`config.mk`:
```
export PLATFORM = sky130hd
export DESIGN_NAME = stream_min_max_flat
export DESIGN_NICKNAME = d
export VERILOG_FILES = /design/src/rtl/stream_min_max_if.sv /design/src/rtl/stream_min_max.sv /design/src/flat_wrapper.sv
export SDC_FILE = /design/constraint.sdc
export NUM_CORES = 1
export LEC_CHECK = 0
export ABC_CLOCK_PERIOD_IN_PS = 2500
export CAP_MARGIN = 15
export CORE_MARGIN = 2
export CORE_UTILIZATION = 36
export DETAILED_ROUTE_END_ITERATION = 10
export PLACE_DENSITY = 0.65
export RECOVER_POWER = 25
export SLEW_MARGIN = 25
export SYNTH_ARGS = -nofsm -noshare
export SYNTH_HDL_FRONTEND = slang
export SYNTH_SLANG_ARGS = --single-unit
```
`constraint.sdc`:
```
create_clock -name clk -period 2.5 [get_ports clk]
set_input_delay 0.375 -clock clk [delete_from_list [all_inputs] [get_ports clk]]
set_output_delay 0.375 -clock clk [all_outputs]
set_load 0.01 [all_outputs]
```
`src/rtl/stream_min_max_if.sv`:
```
// Sample-stream and frame-result handshake bundle for stream_min_max.
// out_min_idx exists only when STREAM_MM_IDX_EN is defined.
interface stream_min_max_if #(
  parameter int DATA_W = 8,
  parameter int IDX_W  = 8
);
  logic              in_valid;
  logic              in_ready;
  logic [DATA_W-1:0] in_data;
  logic              in_last;
  logic              out_valid;
  logic              out_ready;
  logic [DATA_W-1:0] out_min;
  logic [DATA_W-1:0] out_max;
`ifdef STREAM_MM_IDX_EN
  logic [IDX_W-1:0]  out_min_idx;
`endif
  logic [IDX_W-1:0]  out_len;

  modport master (
    output in_valid, in_data, in_last, out_ready,
    input  in_ready, out_valid, out_min, out_max,
`ifdef STREAM_MM_IDX_EN
    input  out_min_idx,
`endif
    input  out_len
  );

  modport slave (
    input  in_valid, in_data, in_last, out_ready,
    output in_ready, out_valid, out_min, out_max,
`ifdef STREAM_MM_IDX_EN
    output out_min_idx,
`endif
    output out_len
  );
endinterface

```
`src/rtl/stream_min_max.sv`:
```
// Per-frame running min/max/length reduction over a valid/ready sample stream.
// Define STREAM_MM_IDX_EN to add argmin (first occurrence) tracking.
module stream_min_max #(
  parameter int DATA_W = 8,
  parameter int IDX_W  = 8
) (
  input  logic             clk,
  input  logic             rst_n,
  stream_min_max_if.slave  s
);
  typedef enum logic [1:0] {IDLE, ACCUM, HOLD} state_e;

  localparam logic [IDX_W-1:0] LEN_MAX = '1;

  state_e            state_q, state_d;
  logic              beat;
  logic [DATA_W-1:0] acc_min_q, acc_min_d, acc_max_q, acc_max_d;
  logic [DATA_W-1:0] res_min_q, res_max_q;
  logic [IDX_W-1:0]  acc_len_q, acc_len_d, res_len_q;
`ifdef STREAM_MM_IDX_EN
  logic [IDX_W-1:0]  acc_idx_q, acc_idx_d, res_idx_q;
`endif

  assign beat = s.in_valid & s.in_ready;

  always_ff @(posedge clk or negedge rst_n) begin
    if (!rst_n) state_q <= IDLE;
    else        state_q <= state_d;
  end

  always_comb begin
    state_d = state_q;
    case (state_q)
      IDLE:    if (beat) state_d = s.in_last ? HOLD : ACCUM;
      ACCUM:   if (beat && s.in_last) state_d = HOLD;
      HOLD:    if (s.out_ready) state_d = IDLE;
      default: state_d = IDLE;
    endcase
  end

  always_comb begin
    s.in_ready  = (state_q != HOLD);
    s.out_valid = (state_q == HOLD);
  end

  // len doubles as the index of the incoming beat, so it also feeds argmin.
  always_comb begin
    acc_min_d = acc_min_q;
    acc_max_d = acc_max_q;
    acc_len_d = acc_len_q;
`ifdef STREAM_MM_IDX_EN
    acc_idx_d = acc_idx_q;
`endif
    if (beat) begin
      if (state_q == IDLE) begin
        acc_min_d = s.in_data;
        acc_max_d = s.in_data;
        acc_len_d = IDX_W'(1);
`ifdef STREAM_MM_IDX_EN
        acc_idx_d = '0;
`endif
      end else begin
        if (s.in_data < acc_min_q) begin
          acc_min_d = s.in_data;
`ifdef STREAM_MM_IDX_EN
          acc_idx_d = acc_len_q;
`endif
        end
        if (s.in_data > acc_max_q) acc_max_d = s.in_data;
        if (acc_len_q != LEN_MAX) acc_len_d = acc_len_q + IDX_W'(1);
      end
    end
  end

  // Result registers load only on the closing beat so outputs survive the next frame.
  always_ff @(posedge clk or negedge rst_n) begin
    if (!rst_n) begin
      acc_min_q <= '0;
      acc_max_q <= '0;
      acc_len_q <= '0;
      res_min_q <= '0;
      res_max_q <= '0;
      res_len_q <= '0;
`ifdef STREAM_MM_IDX_EN
      acc_idx_q <= '0;
      res_idx_q <= '0;
`endif
    end else begin
      acc_min_q <= acc_min_d;
      acc_max_q <= acc_max_d;
      acc_len_q <= acc_len_d;
`ifdef STREAM_MM_IDX_EN
      acc_idx_q <= acc_idx_d;
`endif
      if (beat && s.in_last) begin
        res_min_q <= acc_min_d;
        res_max_q <= acc_max_d;
        res_len_q <= acc_len_d;
`ifdef STREAM_MM_IDX_EN
        res_idx_q <= acc_idx_d;
`endif
      end
    end
  end

  assign s.out_min = res_min_q;
  assign s.out_max = res_max_q;
  assign s.out_len = res_len_q;
`ifdef STREAM_MM_IDX_EN
  assign s.out_min_idx = res_idx_q;
`endif
endmodule

```
`src/flat_wrapper.sv`:
```
// flat-port wrapper written by rule: the top's interface ports become plain ports
module stream_min_max_flat 
#(
  parameter int DATA_W = 8,
  parameter int IDX_W  = 8
)
  (clk, rst_n, s_in_valid, s_in_data, s_in_last, s_out_ready, s_in_ready, s_out_valid, s_out_min, s_out_max, s_out_len);
  stream_min_max_if #(.DATA_W(DATA_W), .IDX_W(IDX_W)) s_i ();
  input  logic clk;
  input  logic rst_n;
  input wire logic [$bits(s_i.in_valid)-1:0] s_in_valid;
  input wire logic [$bits(s_i.in_data)-1:0] s_in_data;
  input wire logic [$bits(s_i.in_last)-1:0] s_in_last;
  input wire logic [$bits(s_i.out_ready)-1:0] s_out_ready;
  output wire logic [$bits(s_i.in_ready)-1:0] s_in_ready;
  output wire logic [$bits(s_i.out_valid)-1:0] s_out_valid;
  output wire logic [$bits(s_i.out_min)-1:0] s_out_min;
  output wire logic [$bits(s_i.out_max)-1:0] s_out_max;
  output wire logic [$bits(s_i.out_len)-1:0] s_out_len;
  assign s_i.in_valid = s_in_valid;
  assign s_i.in_data = s_in_data;
  assign s_i.in_last = s_in_last;
  assign s_i.out_ready = s_out_ready;
  assign s_in_ready = s_i.in_ready;
  assign s_out_valid = s_i.out_valid;
  assign s_out_min = s_i.out_min;
  assign s_out_max = s_i.out_max;
  assign s_out_len = s_i.out_len;
  stream_min_max #(.DATA_W(DATA_W), .IDX_W(IDX_W)) u_core (.clk(clk), .rst_n(rst_n), .s(s_i));
endmodule
```
Yosys cells after proc, flatten, opt, wreduce, memory -nomap -nowiden. Index checks and enable logic that the tools add are counted.

Register bits: 50. Latch bits: 0. Bits in writable memories: 0. ROM bits: 0. Bits of input ports: 13. Word-level logic and storage cells: 35. Memories: 0.

$add $sub $neg: 1. Multipliers: 0. Div/mod/pow operators: 0. Order comparisons: 2. Eq/ne operators: 7. Shift-type cells: 0. Multiplexer cells: 14. Bitwise logic cells: 1. Reduce and logical (&&, ||, !) cells: 3.

Operators with widths (count): $mux W8 (9); $add A8 B1 Y8 const B (1); $gt A8 B8 Y1 (1); $lt A8 B8 Y1 (1); $mux W2 (4); $ne A8 B8 Y1 const B (1); $pmux W2 S3 (1); $ne A2 B1 Y1 const B (2); $ne A2 B2 Y1 const B (2); $reduce_and A3 Y1 (1); $eq A2 B1 Y1 const B (1); $eq A2 B2 Y1 const B (1); $logic_not A2 Y1 (1); $and A1 B1 Y1 (1); $logic_and A1 B1 Y1 (1).

Longest topological paths before layout. Gate-level depths: netlist of run 1.

Depth after elaboration: 5. Mapped depth: 8. Depth with buffers taken out: 7.

Worst setup path after synthesis of run 1. Ideal clock, no wire load.

Kind: input port to flip-flop. From: input port s_in_data[7]. To: register u_core.acc_min_q[1]. Setup time: 0.125 ns. Data arrival time: 1.814 ns. Required time: 2.375 ns. Setup slack: 0.561 ns. Stages on the path: 5. Buffers on the path: 0. Path through: ha_1 > and4_1 > o41ai_4 > nand2_4 > mux2_2.

Word-level cells in the longest chain between the ends: 4.

Ends and longest elaborated chain: start: declaration (RTL line flat_wrapper.sv:12) `input wire logic [$bits(s_i.in_data)-1:0] s_in_data;`; $lt A8 B8 Y1 (RTL line stream_min_max.sv:63) `if (s.in_data < acc_min_q) begin`; $mux W8 (RTL line stream_min_max.sv:63); $mux W8 (RTL line stream_min_max.sv:55) `if (state_q == IDLE) begin`; $mux W8 (RTL line stream_min_max.sv:54) `if (beat) begin`; named net u_core.acc_min_d[1] (RTL line stream_min_max.sv:17) `logic [DATA_W-1:0] acc_min_q, acc_min_d, acc_max_q, acc_max_d;`; end signal: assignment (RTL line stream_min_max.sv:89) `acc_min_q <= acc_min_d;`; end: declaration (RTL line stream_min_max.sv:17).

The timed path passes the listed nets, and every way through them passes these cells. A chain may end at the register's enable or synchronous reset.

Final worst setup path of run 1.
From: input port s_in_data[3]. To: register u_core.acc_max_q[3].

Word-level cells in the longest chain between the ends: 4.

Ends and longest elaborated chain: $gt A8 B8 Y1 (RTL line stream_min_max.sv:69) `if (s.in_data > acc_max_q) acc_max_d = s.in_data;`; $mux W8 (RTL line stream_min_max.sv:69); $mux W8 (*) (RTL line stream_min_max.sv:55); $mux W8 (*) (RTL line stream_min_max.sv:54); named net u_core.acc_max_d[3] (RTL line stream_min_max.sv:17); end signal: assignment (RTL line stream_min_max.sv:90) `acc_max_q <= acc_max_d;`; end: declaration (RTL line stream_min_max.sv:17).

The timed path passes the listed nets; every way through them passes the cells marked *.

==> results of run 1 <==
sequential cells by signal (all words and copies together), names as in the netlist:
name	count
u_core.state_q	2
u_core.s.out_max	8
u_core.acc_max_q	8
u_core.s.out_min	8
u_core.acc_len_q	8
u_core.acc_min_q	8
u_core.s.out_len	8
kinds of logic after synthesis:
logic type      Yosys count
mux                       9
buf+inv                  30
xor+xnor                  2
compound gates           79
flops                    50
simple gates             88
fa+ha+maj                16
where the power goes:
part           internal [mW]  switching (mW)  total, mW
logic                  0.641           0.662       1.30
registers               1.08           0.186       1.27
clock network          0.280           0.257      0.537
metal layers:
metal  routed length [µm]  track usage [%]  vias up  part of all wire [%]
met3                  335             3.42        8                   5.0
met5                    0                0        -                     0
li1                     -                -     1118                     -
met1                 3100             23.8     1124                    46
met4                   72             5.51        0                   1.1
met2                 3170             27.1       75                    47
cell type report:
cell class	instances	area, µm²
fill	706	3800
multi-input combinational	194	1310
sequential	50	1250
timing repair buffer	62	553
tap	99	124
clock buffer	8	110
inverter	18	67.6
how the worst min path moves through the flow:
stage	slack, ns	cells after the start	startpoint	endpoint
2_1_floorplan	0.08	0	rst_n	u_core.acc_len_q[0]
3_3_place_gp	0.46	2	u_core.s.out_len[4]	u_core.s.out_len[4]
3_5_place_dp	0.47	2	u_core.s.out_len[4]	u_core.s.out_len[4]
4_1_cts	0.20	2	rst_n	u_core.s.out_len[6]
5_1_grt	0.52	2	u_core.s.out_len[4]	u_core.s.out_len[4]
6_report	0.41	2	rst_n	u_core.s.out_len[6]
stage by stage:
step	util, %	std cells	TNS [ns]
after floorplan	-	274	0
after detailed placement	45.8	423	-1.80
after global routing	47.3	431	0
final	47.3	431	0
after CTS	47.3	431	0
after global placement	45.8	423	-1.04
placed cells by master, fill, tap and decap left out, drive strengths merged, types with 2 or more instances in the layout:
master         count
dfrtp             50
clkdlybuf4s50     37
nand2             25
buf               24
o21ai             21
nor2              21
inv               18
ha                16
a21oi             15
nand3             13
a31oi             11
o31ai             11
nand4             10
o211ai             9
clkbuf             9
mux2               8
nor3               5
nand2b             4
nor2b              3
and4               3
and2               2
o22ai              2
o311ai             2
a2111oi            2
critical path, delay by kind of cell:
kind | cells | cell delay (ns)
AND/OR/NAND/NOR | 2 | 0.35
AO/OA/AOI/OAI | 3 | 0.82
buffers and inverters | 1 | 0.53
adder cells (fa/ha/maj) | 1 | 0.38
==> flow_summary.toml, run 1 <==
[global_routing]
grt_start_max_net_pins = 51
antenna_found_initial = 0
grt_overflow_total = 0
grt_pass1_vias = 2413
grt_util_all_layers_pct = 17.2
grt_pass1_wl_um = 11600

[logic_synthesis]
ys_seq_area_share_pct = 46.7
synth.net_count = 303
synth_common_cells = "dfrtp_1 (50), nand2_1 (23), nor2_1 (21), o21ai_0 (21), inv_1 (18)"
synth_async_sr_flop_share_pct = 100
synthesis.area_um2 = 2680
synthMuxAreaShare_pct = 3.73
yosysWarnings = 0
synthSimpleGateAreaFrac_pct = 16.3
synth_top_family_by_area = "compound AO/OA/AOI/OAI gates"
synth.area.top_cells = "dfrtp_1 (47%), ha_1 (7.5%), o21ai_0 (3.9%), mux2_2 (3.4%), nand2_1 (3.2%)"
ys_types = 38
synthAdderAreaFrac_pct = 7.47
synth_xor_area_share_pct = 0.654
synth_most_common_cell = "dfrtp_1"
synth-compound-area-share_pct = 20.4
synth-edff-count = 0
synth_top_flop_cell = "dfrtp_1"
synth.avg_cell_area_um2 = 9.78
syn_inst = 274
ys_ff_latch = 50
yosysTopAreaCellShare_pct = 46.7
yosysTopAreaCell = "dfrtp_1"

[route]
drc = 0
wl_um = 6670
ant_nets = 0
wire_per_inst_um = 15.5
drt-pass1-iter-count = 4
vias = 2325
first_iter_violations = 126
viasPerCell = 5.39

[critical_path]
max_stage_delay_ns = 0.53
r2r-end = "u_core.acc_min_q[2]"
start_kind = "primary input"
worstPathCellList = "clkdlybuf4s50_1, ha_1, and4_1, nand2b_1, a31o_2, o21ai_0, o31ai_1"
cp_max_fo = 13
rr_worst_depth = 7
crit_path_end = "u_core.acc_max_q[3]"
endpoint_kind = "flop"
cp_data_arrival_time_ns = 2.46
worstPathRequired_ns = 2.67
slowest_stage = "clkdlybuf4s50_1"
r2r_slack_ns = 0.44
crit_type = "in2reg"
worstReg2RegStart = "u_core.acc_min_q[6]"
crit_start = "s_in_data[3]"

[die]
dieArea_um2 = 8150
die_x_um = 90.3
initial_core_util_pct = 37.1
rows = 31
ios = 39
dieHeight_um = 90.3
coreArea_um2 = 7210

[cts]
cts_hold_buf = 0
cts_sinks = 50
postCtsSetupRepairBufs = 0
clockBufferDepth = 2
cts_resized = 0
htree_num_levels = 2
cts_tree = "done"
clockRootBuffer = "clkbuf_8"
clk_pin_slew_ns = 0.09
cts_buffers = 5
clk_latency_ns = 0.30

[sta]
finalMaxSlewViolations = 0
min_period_ns = 2.30
max_slew_margin_pct = 17.9
hold_ws_ns = 0.407
worst_slew_pin_slew_ns = 1.23
hold_viol = 0
period_share_pct = 91.8
fmax_mhz = 436
setup_violations = 0
setup_ws_ns = 0.205
rsz0062_at_grt = "false"
clock_skew_ns = 0.00659

[place]
place_area_um2 = 3300
dpl_worst_slack_ns = -0.162
portBuffers = 38
dp_hpwl_um = 4790
gp_congestion = 0.867

[pwr]
vdd_drop_max_mv = 0.528
leakage_nw = 1.47
power_mw = 3.10
power_density_nw_per_um2 = 909

[final_layout]
drive_gt1_share_pct = 14.8
area_growth_syn_to_layout_pct = 27.5
finalNetCount = 360
design_area_um2 = 3420
antennaDiodeCount = 0

[job]
cap_violations = 0

[hold_path]
hp-class = "in2async"

[run_status]
status = "complete, no violations"
Power figures use the tool's default switching activity.
==> inputs of run 2 (changes only) <==
--- a/config.mk
+++ b/config.mk
@@ -6,7 +6,6 @@
 export NUM_CORES = 1
 export LEC_CHECK = 0
 export ABC_CLOCK_PERIOD_IN_PS = 2500
-export CAP_MARGIN = 15
 export CORE_MARGIN = 2
 export CORE_UTILIZATION = 36
 export DETAILED_ROUTE_END_ITERATION = 10
==> results of run 2 <==
No change in the layout: final DEF, timing and power equal those of run 1.
==> inputs of run 3 (changes only) <==
--- a/config.mk
+++ b/config.mk
@@ -9,6 +9,7 @@
 export CORE_MARGIN = 2
 export CORE_UTILIZATION = 36
 export DETAILED_ROUTE_END_ITERATION = 10
+export MAX_ROUTING_LAYER = met4
 export PLACE_DENSITY = 0.65
 export RECOVER_POWER = 25
 export SLEW_MARGIN = 25
==> flow_summary.toml, run 3 (synthesis gave the netlist of run 1 again) <==
[sta]
finalMaxSlewViolations = 0
worst_slew_pin_slew_ns = 1.24
max_slew_margin_pct = 17.1
min_period_ns = 2.27
clock_skew_ns = 0.00725
hold_viol = 0
rsz0062_at_grt = "false"
fmax_mhz = 441
setup_ws_ns = 0.234
period_share_pct = 90.6
setup_violations = 0

[global_routing]
grt_pass1_vias = 2404
grt_overflow_total = 0
antenna_found_initial = 0
grt_pass1_wl_um = 11600
grt_start_max_net_pins = 51
grt_util_all_layers_pct = 17.7

[critical_path]
endpoint_kind = "flop"
crit_type = "in2reg"
cp_max_fo = 13
start_kind = "primary input"
cp_data_arrival_time_ns = 2.44
worstPathRequired_ns = 2.67

[die]
dieArea_um2 = 8150
dieHeight_um = 90.3
rows = 31
coreArea_um2 = 7210
initial_core_util_pct = 37.1
ios = 39
die_x_um = 90.3

[cts]
cts_sinks = 50
cts_resized = 0
cts_buffers = 5
htree_num_levels = 2
clk_latency_ns = 0.30
cts_tree = "done"
clockBufferDepth = 2
clockRootBuffer = "clkbuf_8"
cts_hold_buf = 0
postCtsSetupRepairBufs = 0
clk_pin_slew_ns = 0.09

[final_layout]
drive_gt1_share_pct = 14.8
layout_commonest_cell = "dfrtp_1"
final_cell_mix = "dfrtp_1 (50), clkdlybuf4s50_1 (37), nand2_1 (23), buf_4 (23), o21ai_0 (21)"
area_growth_syn_to_layout_pct = 27.5
finalNetCount = 360
antennaDiodeCount = 0
design_area_um2 = 3420

[route]
drc = 0
vias = 2314
wl_um = 6670
ant_nets = 0
drt-pass1-iter-count = 4
viasPerCell = 5.37
wire_per_inst_um = 15.5
first_iter_violations = 136

[place]
dp_hpwl_um = 4790
place_area_um2 = 3300
dpl_worst_slack_ns = -0.162
portBuffers = 38
gp_congestion = 0.881

[pwr]
leakage_nw = 1.47
power_density_nw_per_um2 = 909
vdd_drop_max_mv = 0.527

[run_status]
status = "complete, no violations"

[hold_path]
hp-class = "in2async"

[job]
cap_violations = 0
run 3: worst max-delay path: stages:
cell and delay, ns:
clkdlybuf4s50_1 0.53, ha_1 0.38, and4_1 0.26, nand2b_1 0.09
a31o_2 0.35, o21ai_0 0.33, o31ai_1 0.12
run 3: worst paths after layout:
check / start / endpoint / slack (ns) / cells after the start
worst max-delay path: s_in_data[3] / u_core.acc_max_q[3] / 0.23 / 7
worst min-delay path: rst_n / u_core.s.out_len[6] / 0.40 / 2
worst max register to register: u_core.acc_min_q[6] / u_core.acc_min_q[2] / 0.44 / 7
worst min register to register: u_core.s.out_len[4] / u_core.s.out_len[4] / 0.48 / 2
max in group asynchronous: rst_n / u_core.s.out_min[7] / 1.33 / 2
min in group clk: u_core.s.out_len[4] / u_core.s.out_len[4] / 0.48 / 2
run 3: per-layer routing:
layer | GRT usage (%) | routed length, µm
met4 | 5.51 | 97
met3 | 3.17 | 270
met5 | - | 0
met1 | 23.9 | 3170
met2 | 27.4 | 3130
run 3: where the power goes:
part / switching [mW] / internal, mW / leakage, nW
Sequential: 0.185 / 1.08 / 0.620
Combinational: 0.661 / 0.641 / 0.797
Clock: 0.259 / 0.280 / 0.0575
run 3: cell type report:
cell class                 instances  area [µm²]
fill                             706        3800
multi-input combinational        194        1310
sequential                        50        1250
timing repair buffer              62         553
tap                               99         124
clock buffer                       8         110
inverter                          18        67.6
run 3: metrics by stage:
stage               utilization [%]  TNS, ns  hold slack, ns  std cells  power (mW)
global route                   47.3        0           0.520        431        3.35
finish                         47.3        0           0.396        431        3.11
floorplan                         -        0          0.0794        274        1.97
CTS                            47.3        0           0.199        431        3.12
global placement               45.8    -1.04           0.461        423        2.52
detailed placement             45.8    -1.80           0.467        423        2.57
==> RTL edit 1: new RTL, settings of run 2 <==
Reset style: synchronous (`rst_n`), changed in 2 clocked blocks.
--- a/src/rtl/stream_min_max.sv
+++ b/src/rtl/stream_min_max.sv
@@ -23,7 +23,7 @@
 
   assign beat = s.in_valid & s.in_ready;
 
-  always_ff @(posedge clk or negedge rst_n) begin
+  always_ff @(posedge clk) begin
     if (!rst_n) state_q <= IDLE;
     else        state_q <= state_d;
   end
@@ -73,7 +73,7 @@
   end
 
   // Result registers load only on the closing beat so outputs survive the next frame.
-  always_ff @(posedge clk or negedge rst_n) begin
+  always_ff @(posedge clk) begin
     if (!rst_n) begin
       acc_min_q <= '0;
       acc_max_q <= '0;
Check against the original RTL: differs if rst_n is asserted again (counterexample within 4 cycles, from zero or initial values and one cycle with rst_n low); with rst_n held inactive, the same outputs for 4 cycles.
==> RTL edit 1 against run 2 <==
  * Fmax grew 1.6%
  * Critical path depth is the same
  * Die area shrank 8.2%
  * Worst setup slack gained 36 ps
  * Routed wire length shrank 14%
  * Count of clock-buffer cells in the layout shrank 2
  * Cell area shrank 11%
  * Sequential cell count is the same
  * Largest cell class unchanged
  * Hold slack gained 68 ps
  * Synthesized area shrank 8.5%
Power is not compared: it rests on default switching activity, and its combinational part moved more than twofold at a synthesized area within 25%.
==> RTL edit 1: results (changes against run 2) <==
outcome: "complete, no violations"  # unchanged
avgSynthCellArea_um2: 9.01  # was 9.78 um^2
synth_mux_area_frac: 0.0174  # was 0.0373
place.gp.congestion: 0.801  # was 0.867
synthAdderAreaFrac: 0.0817  # was 0.0747
placed_cells: 392  # was 423
ys_top_cells_by_count: "dfxtp_1 (50), o21ai_0 (40), nand3_1 (22)"  # was dfrtp_1 (50), nand2_1 (23), nor2_1 (21), o21ai_0 (21), inv_1 (18)
viasPerCell: 5.42  # was 5.39
syn_nets: 301  # was 303
drt-initial-drc-count: 50  # was 126
min_path_type: "register to register"  # was input port to async pin
nets: 348  # was 360
grt_pass1_wl_um: 9950  # was 11600 um
synth.area.top_cells: "dfxtp_1 (41%), ha_1 (8.2%), o21ai_0 (8.2%)"  # was dfrtp_1 (47%), ha_1 (7.5%), o21ai_0 (3.9%)
synth_compound_area_frac: 0.257  # was 0.204
dpl-instance-area_mm2: 0.00297  # was 0.00330 mm^2
first_global_vias: 2176  # was 2413
synth_xor_area_frac: 0.0107  # was 0.00654
skew_ps: 10.1  # was 6.59 ps
grt_max_degree: 47  # was 51
async_reset_ff_frac: 0  # was 1.00
hpwl_um: 4280  # was 4790 um
drt-total-wl_um: 5760  # was 6670 um
dp_slack_ps: -62.2  # was -162 ps
dr.pass1.iters: 4  # unchanged
power_switching_w: 0.000474
vdd.ir_drop.worst_mv: 0.215
arrival_ps: 2440  # was 2460 ps
synth_ff_type: "dfxtp_1"  # was dfrtp_1
synth.distinct_cells: 45  # was 38
max_slew_margin: 0.522  # was 0.179
seq_area_frac_synth: 0.408  # was 0.467
critPathMaxFanout: 8  # was 13
grt_usage: 0.167  # was 0.172
fillers: 664  # was 706
wire_per_inst_um: 14.4  # was 15.5 um
-- RTL edit 1: cell count changes after synthesis, sizes merged, moves of 9 or more --
cell           run 2  this run
o21ai             21        42
dfxtp              0        50
a21oi             15         5
a21boi             0        17
dfrtp             50         0
o31ai             11         0
nor2              21         9
nand3             13        22
nand2             25        12
-- RTL edit 1: worst paths after layout --
| check | from | end | slack, ps | depth (start not counted) |
|---|---|---|---|---|
| worst max-delay path | s_in_data[6] | u_core.acc_min_q[4] | 240 | 7 |
| worst min-delay path | u_core.s.out_len[1] | u_core.s.out_len[1] | 480 | 2 |
| worst max register to register | u_core.acc_min_q[7] | u_core.acc_min_q[4] | 470 | 7 |
| worst min register to register | u_core.s.out_len[1] | u_core.s.out_len[1] | 480 | 2 |
-- RTL edit 1: kinds of logic (layout without fill, tap and decap cells) --
logic type / count (synthesis) / count (layout)
AOI/OAI and AO/OA: 94 / 94
and+or+nand+nor: 78 / 78
DFF: 50 / 50
buffers and inverters: 27 / 74
adders and majority gates: 16 / 16
muxes: 4 / 4
xor gates and xnor gates: 3 / 3
-- RTL edit 1: layout make-up --
class                      count  area (um^2)  area share
clock buffer                   6         72.6      0.0238
clock inverter                 1         7.51     0.00246
timing repair buffer          51          474       0.155
tap                           80          100      0.0328
sequential                    50         1000       0.328
multi-input combinational    195         1340       0.438
inverter                      16         60.1      0.0197
-- RTL edit 1: critical path, cell delays in order --
cell and delay [ps]:
clkdlybuf4s50_1 480, ha_1 340, and3_1 180, and2_1 160
o41a_1 490, o21ai_0 280, a21boi_0 130
-- RTL edit 1: layer usage --
metal,vias up,track usage,wire length (um)
met4,0,0.0639,123
met5,-,0,0
met3,12,0.0390,199
met1,1016,0.204,2690
li1,1093,-,-
met2,43,0.283,2750
==> RTL edit 2: new RTL, config.mk and constraints of run 2 <==
Made on the original files. `IDX_W` is set to 8 in 3 places; all go to 9.
--- a/src/rtl/stream_min_max_if.sv
+++ b/src/rtl/stream_min_max_if.sv
@@ -2,7 +2,7 @@
 // out_min_idx exists only when STREAM_MM_IDX_EN is defined.
 interface stream_min_max_if #(
   parameter int DATA_W = 8,
-  parameter int IDX_W  = 8
+  parameter int IDX_W  = 9
 );
   logic              in_valid;
   logic              in_ready;
--- a/src/rtl/stream_min_max.sv
+++ b/src/rtl/stream_min_max.sv
@@ -2,7 +2,7 @@
 // Define STREAM_MM_IDX_EN to add argmin (first occurrence) tracking.
 module stream_min_max #(
   parameter int DATA_W = 8,
-  parameter int IDX_W  = 8
+  parameter int IDX_W  = 9
 ) (
   input  logic             clk,
   input  logic             rst_n,
--- a/src/flat_wrapper.sv
+++ b/src/flat_wrapper.sv
@@ -2,7 +2,7 @@
 module stream_min_max_flat 
 #(
   parameter int DATA_W = 8,
-  parameter int IDX_W  = 8
+  parameter int IDX_W  = 9
 )
   (clk, rst_n, s_in_valid, s_in_data, s_in_last, s_out_ready, s_in_ready, s_out_valid, s_out_min, s_out_max, s_out_len);
   stream_min_max_if #(.DATA_W(DATA_W), .IDX_W(IDX_W)) s_i ();
Ports: changed (resized s_out_len); port bits go from 39 to 40. The function was not compared with the original's and may differ.
==> RTL edit 2 against run 2 <==
  * Synthesized area is 1.5% higher
  * Total power is 5.5% higher
  * Routed wire length is 0.51% lower
  * Cell area is 1.7% higher
  * Final cell count is 2.3% lower
  * Worst setup slack worse by 140 ps
  * Sequential cell count is 2 higher
  * Fmax is 5.6% lower
  * Sequential power is 3% higher
  * Highest routed layer unchanged
==> RTL edit 2: results (changes against run 2) <==
timing.rr.start: "u_core.acc_max_q[5]"  # was u_core.acc_min_q[6]
vdd.ir_drop.worst_mv: 0.281  # was 0.528 mV
outcome: "complete, no violations"  # unchanged
arrival_ps: 2610  # was 2460 ps
avgSynthCellArea_um2: 10.2  # was 9.78 um^2
timing.hold.ws_ps: 324  # was 407 ps
grt_use_met1: 0.242  # was 0.238
critPathMaxFanout: 8  # was 13
drt-initial-drc-count: 134  # was 126
synth.distinct_cells: 41  # was 38
wl_met1_um: 3160  # was 3100 um
period_share: 0.973  # was 0.918
vias: 2252  # was 2325
seq_area_frac_synth: 0.478  # was 0.467
fillers: 721  # was 706
hpwl_um: 4800  # was 4790 um
r2r-end: "u_core.s.out_max[6]"  # was u_core.acc_min_q[2]
ff2ff_setup_slack_ps: 300  # was 440 ps
dp_slack_ps: -290  # was -162 ps
grt_max_degree: 30  # was 51
skew_ps: 10.4  # was 6.59 ps
max_stage_delay_ps: 510  # was 530 ps
met2_length_um: 3080  # was 3170 um
drt-total-wl_um: 6640  # was 6670 um
dr_wl_met3_um: 304  # was 335 um
crit_family: "buffers and inverters"  # was compound AO/OA/AOI/OAI gates
drive_above_1_share: 0.161  # was 0.148
grtUsageMet3: 0.0398  # was 0.0342
dpl-instance-area_mm2: 0.00333  # was 0.00330 mm^2
grt_pass1_wl_um: 11300  # was 11600 um
grt_usage: 0.169  # was 0.172
synth.area.top_cells: "dfrtp_1 (48%), ha_1 (7.4%), mux2_2 (5.0%)"  # was dfrtp_1 (47%), ha_1 (7.5%), o21ai_0 (3.9%)
dr.pass1.iters: 4  # unchanged
max_slew_margin: 0.126  # was 0.179
syn_nets: 297  # was 303
leakage_nw: 1.53  # was 1.47 nW
cp-endpoint: "u_core.s.out_max[6]"  # was u_core.acc_max_q[3]
reg2regPathDepth: 8  # was 7
portBuffers: 39  # was 38
place.gp.congestion: 0.905  # was 0.867
ys_top_cells_by_count: "dfrtp_1 (52), nand2_1 (29), nand4_1 (21), inv_1 (17)"  # was dfrtp_1 (50), nand2_1 (23), nor2_1 (21), o21ai_0 (21), inv_1 (18)
viasPerCell: 5.35  # was 5.39
met2_usage: 0.253  # was 0.271
placed_cells: 413  # was 423
first_global_vias: 2239  # was 2413
critPathLaunch: "s_in_data[7]"  # was s_in_data[3]
nets: 350  # was 360
## RTL edit 2: cell type report
class	count	area, um^2	area share
Clock buffer	6	82.6	0.0238
Multi-Input combinational cell	186	1330	0.384
Timing Repair Buffer	59	532	0.153
Tap cell	99	124	0.0357
Inverter	17	63.8	0.0184
Clock inverter	2	38.8	0.0112
Sequential cell	52	1300	0.375
## RTL edit 2: timing repair
item,CTS,global route
endpoints found under the setup margin,0,24
gates resized for setup,0,7
hold buffers,0,0
## RTL edit 2: power by group
group          total, W  switching [W]  internal [W]
sequential      0.00131       0.000185       0.00112
clock          0.000622       0.000294      0.000328
combinational   0.00134       0.000686      0.000658
total           0.00327        0.00117       0.00211
## RTL edit 2: logic make-up (layout without fill, tap and decap cells)
family,Yosys count,after routing,synth area share
simple gates,97,97,0.182
compound gates,57,57,0.155
flops,52,52,0.478
buf+inv,30,84,0.0478
fa+ha+maj,16,16,0.0736
mux,14,14,0.0570
xor+xnor,2,2,0.00644
